--- src/rtl/alu_pkg.sv ---
// Shared opcode constants and FSM state encoding for the ALU/MDU.
// Any 6-bit code not listed here is undefined: result 0, no branch, one-cycle latency.
package alu_pkg;

    localparam logic [5:0] OP_ADD    = 6'b000000;
    localparam logic [5:0] OP_SUB    = 6'b010000;
    localparam logic [5:0] OP_SLL    = 6'b000001;
    localparam logic [5:0] OP_SLT    = 6'b000010;
    localparam logic [5:0] OP_SLTU   = 6'b000011;
    localparam logic [5:0] OP_XOR    = 6'b000100;
    localparam logic [5:0] OP_SRL    = 6'b000101;
    localparam logic [5:0] OP_SRA    = 6'b010101;
    localparam logic [5:0] OP_OR     = 6'b000110;
    localparam logic [5:0] OP_AND    = 6'b000111;

    localparam logic [5:0] OP_MUL    = 6'b001000;
    localparam logic [5:0] OP_MULH   = 6'b001001;
    localparam logic [5:0] OP_MULHSU = 6'b001010;
    localparam logic [5:0] OP_MULHU  = 6'b001011;
    localparam logic [5:0] OP_DIV    = 6'b001100;
    localparam logic [5:0] OP_DIVU   = 6'b001101;
    localparam logic [5:0] OP_REM    = 6'b001110;
    localparam logic [5:0] OP_REMU   = 6'b001111;

    localparam logic [5:0] OP_BEQ    = 6'b100000;
    localparam logic [5:0] OP_BNE    = 6'b100001;
    localparam logic [5:0] OP_BLT    = 6'b100100;
    localparam logic [5:0] OP_BGE    = 6'b100101;
    localparam logic [5:0] OP_BLTU   = 6'b100110;
    localparam logic [5:0] OP_BGEU   = 6'b100111;

    // M-op selector as seen by the iterative unit (low three opcode bits)
    localparam logic [2:0] M_MUL    = 3'b000;
    localparam logic [2:0] M_MULH   = 3'b001;
    localparam logic [2:0] M_MULHSU = 3'b010;
    localparam logic [2:0] M_MULHU  = 3'b011;
    localparam logic [2:0] M_DIV    = 3'b100;
    localparam logic [2:0] M_DIVU   = 3'b101;
    localparam logic [2:0] M_REM    = 3'b110;
    localparam logic [2:0] M_REMU   = 3'b111;

    typedef enum logic [1:0] {
        ST_IDLE = 2'd0,
        ST_MUL  = 2'd1,
        ST_DIV  = 2'd2,
        ST_DONE = 2'd3
    } state_t;

endpackage

--- src/rtl/mdu_iter.sv ---
// Iterative sign-magnitude multiplier / restoring divider, one bit per cycle.
// First iteration runs on the start edge; done is high XLEN cycles later for one cycle; no stall input.
module mdu_iter #(
    parameter int XLEN = 32
) (
    input  logic            clk,
    input  logic            rst,
    input  logic            kill,
    input  logic            start,
    input  logic [2:0]      op,
    input  logic [XLEN-1:0] rs1,
    input  logic [XLEN-1:0] rs2,
    output logic            done,
    output logic [XLEN-1:0] result
);
    import alu_pkg::*;

    localparam int CW = $clog2(XLEN) + 1;

    logic            r_busy;
    logic [CW-1:0]   r_cnt;
    logic [2:0]      r_op;
    logic            r_neg_q;
    logic            r_neg_r;
    logic [XLEN-1:0] r_hi;
    logic [XLEN-1:0] r_lo;
    logic [XLEN-1:0] r_a;

    logic            w_s1, w_s2, w_n1, w_n2;
    logic [XLEN-1:0] w_abs1, w_abs2, w_a0, w_lo0;
    logic [XLEN-1:0] w_hi, w_lo, w_a;
    logic            w_div;
    logic [XLEN:0]   w_sum, w_trial;
    logic            w_ge;
    logic [XLEN-1:0] w_n_hi, w_n_lo;
    logic [2*XLEN-1:0] w_prod, w_prod_s;
    logic [XLEN-1:0] w_quo, w_rem;

    assign w_s1   = (op == M_MULH) | (op == M_MULHSU) | (op == M_DIV) | (op == M_REM);
    assign w_s2   = (op == M_MULH) | (op == M_DIV) | (op == M_REM);
    assign w_n1   = w_s1 & rs1[XLEN-1];
    assign w_n2   = w_s2 & rs2[XLEN-1];
    assign w_abs1 = w_n1 ? -rs1 : rs1;
    assign w_abs2 = w_n2 ? -rs2 : rs2;
    // Multiply: r_a = multiplicand, r_lo = multiplier. Divide: r_a = divisor, r_lo = dividend.
    assign w_a0   = op[2] ? w_abs2 : w_abs1;
    assign w_lo0  = op[2] ? w_abs1 : w_abs2;

    assign w_hi   = start ? '0    : r_hi;
    assign w_lo   = start ? w_lo0 : r_lo;
    assign w_a    = start ? w_a0  : r_a;
    assign w_div  = start ? op[2] : r_op[2];

    assign w_sum   = {1'b0, w_hi} + (w_lo[0] ? {1'b0, w_a} : '0);
    assign w_trial = {w_hi, w_lo[XLEN-1]} - {1'b0, w_a};
    assign w_ge    = ~w_trial[XLEN];

    assign w_n_hi = w_div ? (w_ge ? w_trial[XLEN-1:0] : {w_hi[XLEN-2:0], w_lo[XLEN-1]})
                          : w_sum[XLEN:1];
    assign w_n_lo = w_div ? {w_lo[XLEN-2:0], w_ge}
                          : {w_sum[0], w_lo[XLEN-1:1]};

    assign done = r_busy && (r_cnt == CW'(XLEN));

    always_ff @(posedge clk or posedge rst) begin
        if (rst) begin
            r_busy  <= 1'b0;
            r_cnt   <= '0;
            r_op    <= '0;
            r_neg_q <= 1'b0;
            r_neg_r <= 1'b0;
            r_hi    <= '0;
            r_lo    <= '0;
            r_a     <= '0;
        end else if (kill) begin
            r_busy <= 1'b0;
            r_cnt  <= '0;
        end else if (start) begin
            r_busy  <= 1'b1;
            r_cnt   <= CW'(1);
            r_op    <= op;
            r_neg_q <= w_n1 ^ w_n2;
            r_neg_r <= w_n1;
            r_a     <= w_a0;
            r_hi    <= w_n_hi;
            r_lo    <= w_n_lo;
        end else if (r_busy) begin
            if (done) begin
                r_busy <= 1'b0;
                r_cnt  <= '0;
            end else begin
                r_cnt <= r_cnt + CW'(1);
                r_hi  <= w_n_hi;
                r_lo  <= w_n_lo;
            end
        end
    end

    assign w_prod   = {r_hi, r_lo};
    assign w_prod_s = r_neg_q ? -w_prod : w_prod;
    assign w_quo    = r_neg_q ? -r_lo : r_lo;
    assign w_rem    = r_neg_r ? -r_hi : r_hi;

    always_comb begin
        result = '0;
        case (r_op)
            M_MUL:                     result = w_prod_s[XLEN-1:0];
            M_MULH, M_MULHSU, M_MULHU: result = w_prod_s[2*XLEN-1:XLEN];
            M_DIV, M_DIVU:             result = w_quo;
            default:                   result = w_rem;
        endcase
    end

endmodule

--- src/rtl/alu_mdu.sv ---
// Single-issue ALU + iterative MUL/DIV with valid/ready on both sides.
// Latency 1 for base/branch/divide-special ops, XLEN+1 for M-ops; result held in DONE until out_ready.
module alu_mdu #(
    parameter int XLEN = 32,
    parameter int SHW  = $clog2(XLEN)
) (
    input  logic            clk,
    input  logic            rst,
    input  logic            flush,
    input  logic            in_valid,
    output logic            in_ready,
    input  logic [5:0]      in_ctr,
    input  logic [XLEN-1:0] in_rs1,
    input  logic [XLEN-1:0] in_rs2,
    output logic            out_valid,
    input  logic            out_ready,
    output logic [XLEN-1:0] out_res,
    output logic            out_cmp
);
    import alu_pkg::*;

    state_t          r_state;
    logic            r_out_valid;
    logic [XLEN-1:0] r_out_res;
    logic            r_out_cmp;

    logic            w_accept, w_is_m, w_div0, w_ovf, w_fast;
    logic [SHW-1:0]  w_shamt;
    logic [XLEN-1:0] w_res;
    logic            w_cmp;
    logic            w_mdu_done;
    logic [XLEN-1:0] w_mdu_res;

    assign in_ready  = (r_state == ST_IDLE) | ((r_state == ST_DONE) & out_ready);
    assign out_valid = r_out_valid;
    assign out_res   = r_out_res;
    assign out_cmp   = r_out_cmp;

    assign w_accept = in_valid & in_ready & ~flush;
    assign w_is_m   = (in_ctr[5:3] == 3'b001);
    assign w_div0   = (in_rs2 == '0);
    assign w_ovf    = ~in_ctr[0] & (in_rs1 == {1'b1, {(XLEN-1){1'b0}}}) & (&in_rs2);
    // Divide by zero and signed overflow bypass the iterative unit entirely
    assign w_fast   = ~w_is_m | (in_ctr[2] & (w_div0 | w_ovf));
    assign w_shamt  = in_rs2[SHW-1:0];

    always_comb begin
        w_res = '0;
        w_cmp = 1'b0;
        case (in_ctr)
            OP_ADD:  w_res = in_rs1 + in_rs2;
            OP_SUB:  w_res = in_rs1 - in_rs2;
            OP_SLL:  w_res = in_rs1 << w_shamt;
            OP_SLT:  w_res = {{(XLEN-1){1'b0}}, $signed(in_rs1) < $signed(in_rs2)};
            OP_SLTU: w_res = {{(XLEN-1){1'b0}}, in_rs1 < in_rs2};
            OP_XOR:  w_res = in_rs1 ^ in_rs2;
            OP_SRL:  w_res = in_rs1 >> w_shamt;
            OP_SRA:  w_res = $signed(in_rs1) >>> w_shamt;
            OP_OR:   w_res = in_rs1 | in_rs2;
            OP_AND:  w_res = in_rs1 & in_rs2;
            OP_DIV, OP_DIVU: w_res = w_div0 ? '1 : in_rs1;
            OP_REM, OP_REMU: w_res = w_div0 ? in_rs1 : '0;
            OP_BEQ:  w_cmp = (in_rs1 == in_rs2);
            OP_BNE:  w_cmp = (in_rs1 != in_rs2);
            OP_BLT:  w_cmp = ($signed(in_rs1) < $signed(in_rs2));
            OP_BGE:  w_cmp = ($signed(in_rs1) >= $signed(in_rs2));
            OP_BLTU: w_cmp = (in_rs1 < in_rs2);
            OP_BGEU: w_cmp = (in_rs1 >= in_rs2);
            default: ;
        endcase
    end

    mdu_iter #(.XLEN(XLEN)) u_mdu (
        .clk    (clk),
        .rst    (rst),
        .kill   (flush),
        .start  (w_accept & ~w_fast),
        .op     (in_ctr[2:0]),
        .rs1    (in_rs1),
        .rs2    (in_rs2),
        .done   (w_mdu_done),
        .result (w_mdu_res)
    );

    always_ff @(posedge clk or posedge rst) begin
        if (rst) begin
            r_state     <= ST_IDLE;
            r_out_valid <= 1'b0;
            r_out_res   <= '0;
            r_out_cmp   <= 1'b0;
        end else if (flush) begin
            r_state     <= ST_IDLE;
            r_out_valid <= 1'b0;
        end else begin
            case (r_state)
                ST_MUL, ST_DIV: begin
                    if (w_mdu_done) begin
                        r_state     <= ST_DONE;
                        r_out_valid <= 1'b1;
                        r_out_res   <= w_mdu_res;
                        r_out_cmp   <= 1'b0;
                    end
                end
                default: begin
                    if (w_accept) begin
                        if (w_fast) begin
                            r_state     <= ST_DONE;
                            r_out_valid <= 1'b1;
                            r_out_res   <= w_res;
                            r_out_cmp   <= w_cmp;
                        end else begin
                            r_state     <= in_ctr[2] ? ST_DIV : ST_MUL;
                            r_out_valid <= 1'b0;
                        end
                    end else if ((r_state == ST_DONE) && out_ready) begin
                        r_state     <= ST_IDLE;
                        r_out_valid <= 1'b0;
                    end
                end
            endcase
        end
    end

endmodule

--- config.mk ---
export PLATFORM = sky130hd
export DESIGN_NAME = alu_mdu
export DESIGN_NICKNAME = d
export VERILOG_FILES = /design/src/rtl/alu_pkg.sv /design/src/rtl/mdu_iter.sv /design/src/rtl/alu_mdu.sv
export SDC_FILE = /design/constraint.sdc
export NUM_CORES = 2
export LEC_CHECK = 0
export CORE_MARGIN = 1
export CORE_UTILIZATION = 55
export DETAILED_ROUTE_END_ITERATION = 10
export PLACE_DENSITY_LB_ADDON = 0.1
export SLEW_MARGIN = 20
export SYNTH_ARGS = -nofsm -noshare
export SYNTH_HDL_FRONTEND = slang
export SYNTH_HIERARCHICAL = 1
export SYNTH_SLANG_ARGS = --single-unit
--- constraint.sdc ---
create_clock -name clk -period 11.4 [get_ports clk]
set_clock_uncertainty 0.2 [all_clocks]
set_input_delay 1.71 -clock clk [delete_from_list [all_inputs] [get_ports clk]]
set_output_delay 1.71 -clock clk [all_outputs]
set_load 0.01 [all_outputs]
Word level (Yosys, flattened, before mapping). Cells that the tools add are included.

Bits of input ports: 75. Word-level logic and storage cells: 170. Memories: 0. Bits in latches: 0. Bits in registers: 144. ROM bits: 0. Memory bits (writable): 0. Output and inout port bits: 35.

$mul: 0. Reduce and logical (&&, ||, !) cells: 21. Equality and inequality tests: 39. Multiplexer cells: 55. Divide/modulo/power cells: 0. Bitwise gates (word level): 26. Magnitude comparators: 4. Shift-type cells: 3. Add/subtract/negate cells: 10.

Operator list (count): 2-to-1 mux 32 bit (25); one-hot mux 32 bit (12 select lines) (1); negator 32 bit (4); one-hot mux 32 bit (3 select lines) (1); greater-or-equal comparator 32 bit (2); less-than comparator 32 bit (2); 2-to-1 mux 64 bit (1); negator 64 bit (1); == test 6 bit (second input constant) (7); adder 32 x 33 -> 33 bit (1); subtractor 33 x 32 -> 33 bit (1); adder 32 bit (1); bitwise AND 32 bit (1); == test 32 bit (1); == test 32 bit (second input constant) (1); logical NOT 32 bit (1); != test 32 bit (1); OR 32 bit (1); AND reduction 32 bit (1); left shift 32 x 5 -> 32 bit (1); >> shifter 32 x 5 -> 32 bit (1); >>> shifter 32 x 5 -> 32 bit (1); subtractor 32 bit (1); bitwise XOR 32 bit (1); 33 further kinds (99).

Depth between registers and ports, before layout.
Depth after elaboration: 15. Gate-level depth with buffers: 25. Depth with buffers taken out: 21.

By module. Netlist, hierarchy kept.

Modules (own cells, without submodules): mdu_iter (seq. area each 2702.6 um2, cells each 1854, area an instance 13849.5 um2, times used 1); alu_mdu (seq. area each 900.9 um2, cells each 1605, area an instance 11382.2 um2, times used 1).

Least setup slack after synthesis. OpenSTA, ideal clock, no wires.

Kind: input to register. Start: input port in_rs1[26]. End: register u_mdu.r_hi[7]. Data required time: 11.079 ns. Arrival: 6.587 ns. Slack: 4.492 ns. Buffers on the path: 6. Setup time: 0.121 ns. Stages on the path: 23. Cells stage by stage: clkbuf_1 > nor4_1 > and4_1 > nand4_1 > o21a_1 > inv_1 > a21oi_1 > clkbuf_1 > buf_1 > clkbuf_1 > clkbuf_1 > mux2i_1 > ha_1 > and2_1 > or3_1 > o21ai_0 > nand2_1 > a21oi_1 > a21oi_1 > nand2_1 > clkbuf_1 > o211ai_1 > a22o_1.

Cells in the longest elaborated chain, start to end: 15. Elaborated cells between the ends (all ways): 27. Those cells by class: 3 x add/sub; 2 x eq/ne; 13 x mux; 7 x bitwise; 2 x reduce/logical.

RTL lines: start, declared (RTL line alu_mdu.sv:13) `input logic [XLEN-1:0] in_rs1,`; parallel branches: the longest is 15 deep, another holds subtractor 33 x 32 -> 33 bit; end signal, assigned (RTL line mdu_iter.sv:85) `r_hi <= w_n_hi;`; end signal, assigned (RTL line mdu_iter.sv:93) `r_hi <= w_n_hi;`; end, declared (RTL line mdu_iter.sv:25) `logic [XLEN-1:0] r_hi;`.

Several ways; the timed one is not identified. The select of a mux whose other input is x is not followed. A chain may end at the register's enable or synchronous reset.

Worst setup path after layout.
Start: input port in_ctr[0]. End: register u_mdu.r_hi[3].

Cells in the longest elaborated chain, start to end: 15. Elaborated cells between the ends (all ways): 38. Those cells by class: 2 x add/sub; 5 x eq/ne; 14 x mux; 15 x bitwise; 2 x reduce/logical.

RTL lines: start, declared (RTL line alu_mdu.sv:12) `input logic [5:0] in_ctr,`; parallel branches: the longest is 15 deep, another holds adder 32 x 33 -> 33 bit.

Several ways; the timed one is not identified. The select of a mux whose other input is x is not followed.

==> results <==
- The run finished with clean final reports.
- At the end of routability-driven placement, the weighted congestion stood at between 1 and 1.5.
- The synthesized netlist contains 95 unique library cells.
- Summing the areas of all xor and xnor instances in the mapped netlist gives 6.28% of the synthesized area.
- The clock passes through at most 2 buffers.
- Of all nets on the critical path, the largest fanout is 19.
- The count of nets left with antenna violations once routing finished came out at 0.
- The post-synthesis async set-or-reset flop share is 100%.
- TritonCTS created 17 clock buffers.
- After the first detailed-routing iteration, the DRC count stood at ~5200.
- The worst-margin pin slew is approximately 1.2 ns.
- The latest clock arrival within the worst-skew pair is about 0.50 ns.
- The sequential cell area is around 3600 sq um.
- The total overflow reported by the global router is 0.
- The clock slew at the register clock pins of the worst setup and hold paths is approximately 0.070 ns.
- The worst path meets setup with between 1.5 and 2 ns of slack.
- Compared with the post-synthesis result, the final layout area differs by 8.03%.
- The die outline height is roughly 220 um.
- The number of placed instances, taps included, is 3984.
- Setup repair after global routing left no endpoint under its margin.
- Synthesis inferred 144 register bits.
- The number of fillers in the final layout is around 4200.
- The biggest area contributor in the post-synthesis netlist is dfrtp_1.
- Post-CTS repair changed the size of 0 cells.
- The worst hold path belongs to the class reg -> reg.
- By area, the combinational part of the netlist is dominated by compound AO/OA/AOI/OAI gates.
- The peak clock frequency supported by timing is roughly 110 MHz.
- Among all cell types in the netlist, the one instantiated most often is a21oi_1.
- The fraction of the cycle the final worst path needs is 82.6%.
- The pin count of the biggest net entering global routing is 127.
- The sum of negative setup slack is 0 ns.
- During synthesis, Yosys emitted a total of 6 warnings.
- The area share of the largest cell type after synthesis is 14.3%.
- Max-cap violations in this run came to 0.
- The routed design could run at a clock period as short as 9.41 ns.
- By count the netlist is led by a21oi_1, nor2_1, nand2_1.
- The clock tree from TritonCTS is yes.
- Post-CTS timing repair inserted 0 buffers for setup.
- In this run the count of I/O pins placed on the die edge is 110.
- The final HPWL from detailed placement is 86800 um.
- The area of the core is 45300 sq um.
- The per-cell via count in the routed design is approximately 7.4.
- The cell leakage power is around 11 nW.
- The number of slew-limit violations in the final report came to 0.
- The number of nets in the synthesized netlist is 3714.
- For this block, the via count after detailed routing is approximately 30000.
- The compound-gate portion of the synthesized area is between 20% and 30%.
- The tightest slew margin relative to the limit is between 15 and 20%.
- The data arrival at the endpoint of the critical path is 9.62 ns.
- The H-tree generated during clock tree synthesis spans 4 levels.
- The required time of the critical path is 11.60 ns.
- The worst-case IR drop observed on VDD is 0.180 mV.
- Summed over all layers, the routed wires come to 115000 um.
- Hold repair after CTS inserted 0 buffers.
- The initial utilization of the core area, before any placement, comes to a little under three fifths.
- The area share of and/or/nand/nor cells after synthesis is between 20% and 30%.
- The total area of multi-input combinational cells is around 20000 sq um.
- The share of cells above drive strength 1 is 8.34%.
- Setup violations remaining at the end of the flow were counted as 0.
- In the synthesized netlist, the number of instances is 3459.
- For this run, the total global-route usage over all layers was measured as about half.
- The fraction of the yosys area taken by sequential cells is ~14%.
- The mean routed wirelength per cell is approximately 29 um.
- The end-of-flow core utilization is around three fifths.
- The sort of element at the start of the critical path is an input port.
- The type of the worst setup path is in -> reg.
- The floorplan step set the die width to between 200 and 250 um.
- The endpoint type of the worst setup path is a register.
- The number of hold violations in the final report is 0.
- The worst hold slack is between 0.2 and 0.3 ns.
- The average instance in the mapped netlist occupies ~7.3 sq um.
- Summing the areas of all fa, ha and maj instances in the mapped netlist gives under 10% of the synthesized area.
- In the synthesized netlist, mux cells make up between 10% and 20% of the area.
- The first global-routing pass estimated roughly 170000 um of wire.
- Excluding fillers, the count of instances in the completed layout stands at approximately 4000.
- By area the synthesized netlist is led by dfrtp_1, ha_1, mux2i_1.
- The number of global-route vias before repair is roughly 27000.
- The area of the mapped netlist is 25200 sq um.
- Before CTS, the worst setup slack after placement is between 2 and 2.5 ns.
- The number of nets in the final layout is between 3000 and 4000.
- The number of flops mapped to enable cells by yosys is 0.
- The length of the first detailed-routing pass in iterations is 10.
- The number of cell rows is slightly below 80.
- The post-detailed-route DRC marker count is 0.
- The most used flip-flop cell after synthesis is dfrtp_1.
- The clock sink count is between 100 and 150.
- The tree is rooted in a clkbuf_16.
- Dividing total power by cell area gives a power density of about 160 nW/um^2.
- The floorplan step defined a die boundary enclosing approximately 47000 sq um.
- The number of antenna violations at the first check in global routing is 8.
- The number of port buffers is 109.
stage by stage:
step / total power, mW / instance area, sq um
2_1_floorplan: 2.75 / 25200
3_3_place_gp: 3.64 / 26700
3_5_place_dp: 3.71 / 26700
4_1_cts: 4.30 / 27200
5_1_grt: 4.66 / 27300
6_report: 4.46 / 27300
metal layers:
| layer | up-vias | part of all wire, % | wire length (um) | GRT usage [%] |
|---|---|---|---|---|
| li1 | 12793 | - | - | - |
| met5 | - | 0.044 | 51 | 0 |
| met3 | 430 | 16 | 18500 | 17.4 |
| met2 | 2452 | 39 | 45500 | 67.3 |
| met4 | 8 | 5.1 | 5930 | 20.5 |
| met1 | 14223 | 39 | 45200 | 65.7 |
report_power, final:
group	switching [mW]	internal (mW)	total [mW]
Sequential	0.191	0.623	0.814
Clock	0.288	0.288	0.576
Combinational	2.00	1.08	3.07
layout by cell type (no fill, tap or decap), types with 99 or more instances in the layout:
cell               n
dfrtp_1          142
inv_1            148
a21oi_1          315
clkdlybuf4s50_1  104
nor2_1           305
o21ai_0          241
ha_1             176
nand2_1          292
xnor2_1           99
nor3_1           101
mux2i_1          173
worst paths after layout:
path | slack, ns | cells past startpoint | to | from
min in group asynchronous | 1.55 | 2 | u_mdu/r_hi[24] | rst
max | 1.99 | 17 | u_mdu/r_hi[3] | in_ctr[0]
max reg2reg | 3.91 | 18 | u_mdu/r_hi[3] | r_state[0]
min reg2reg | 0.28 | 2 | out_res[3] | out_res[3]
max in group asynchronous | 8.22 | 3 | u_mdu/r_hi[1] | rst
min | 0.28 | 2 | out_res[3] | out_res[3]
sequential cells by signal, indices dropped and copies added, names as in the netlist:
name	count
u_mdu/r_busy	1
u_mdu/r_neg_q	1
r_state	2
u_mdu/r_lo	32
u_mdu/r_cnt	6
out_res	32
out_valid	1
u_mdu/r_hi	32
u_mdu/r_op	3
out_cmp	1
u_mdu/r_neg_r	1
u_mdu/r_a	32
kinds of logic after synthesis:
logic type	count (synthesis)
AND/OR/NAND/NOR	1109
adder cells (fa/ha/maj)	180
AO/OA/AOI/OAI	1155
multiplexers	279
buffers and inverters	411
XOR/XNOR	181
flip-flops	144
critical path, cell delays in order:
cell,delay [ns]
clkdlybuf4s50_1,1.00
nor3b_1,0.38
o21a_1,0.81
o31ai_1,0.22
xor2_1,0.23
mux2i_1,0.44
mux2i_1,0.19
ha_1,0.40
and2_1,0.18
or3_1,0.31
o21ai_0,0.57
nand2_1,0.30
a21oi_1,0.77
o32a_1,0.69
nand2_1,0.61
o311a_1,0.52
o31ai_1,0.23
area by class of cell:
cell class	instances	share of cell area [%]
antenna	4	0.0367
sequential	144	13.2
clock inverter	15	0.537
timing repair buffer	184	6.03
inverter	152	2.10
multi-input combinational	2904	73.7
tap	600	2.75
clock buffer	17	1.56
(Power assumes the default switching activity.)
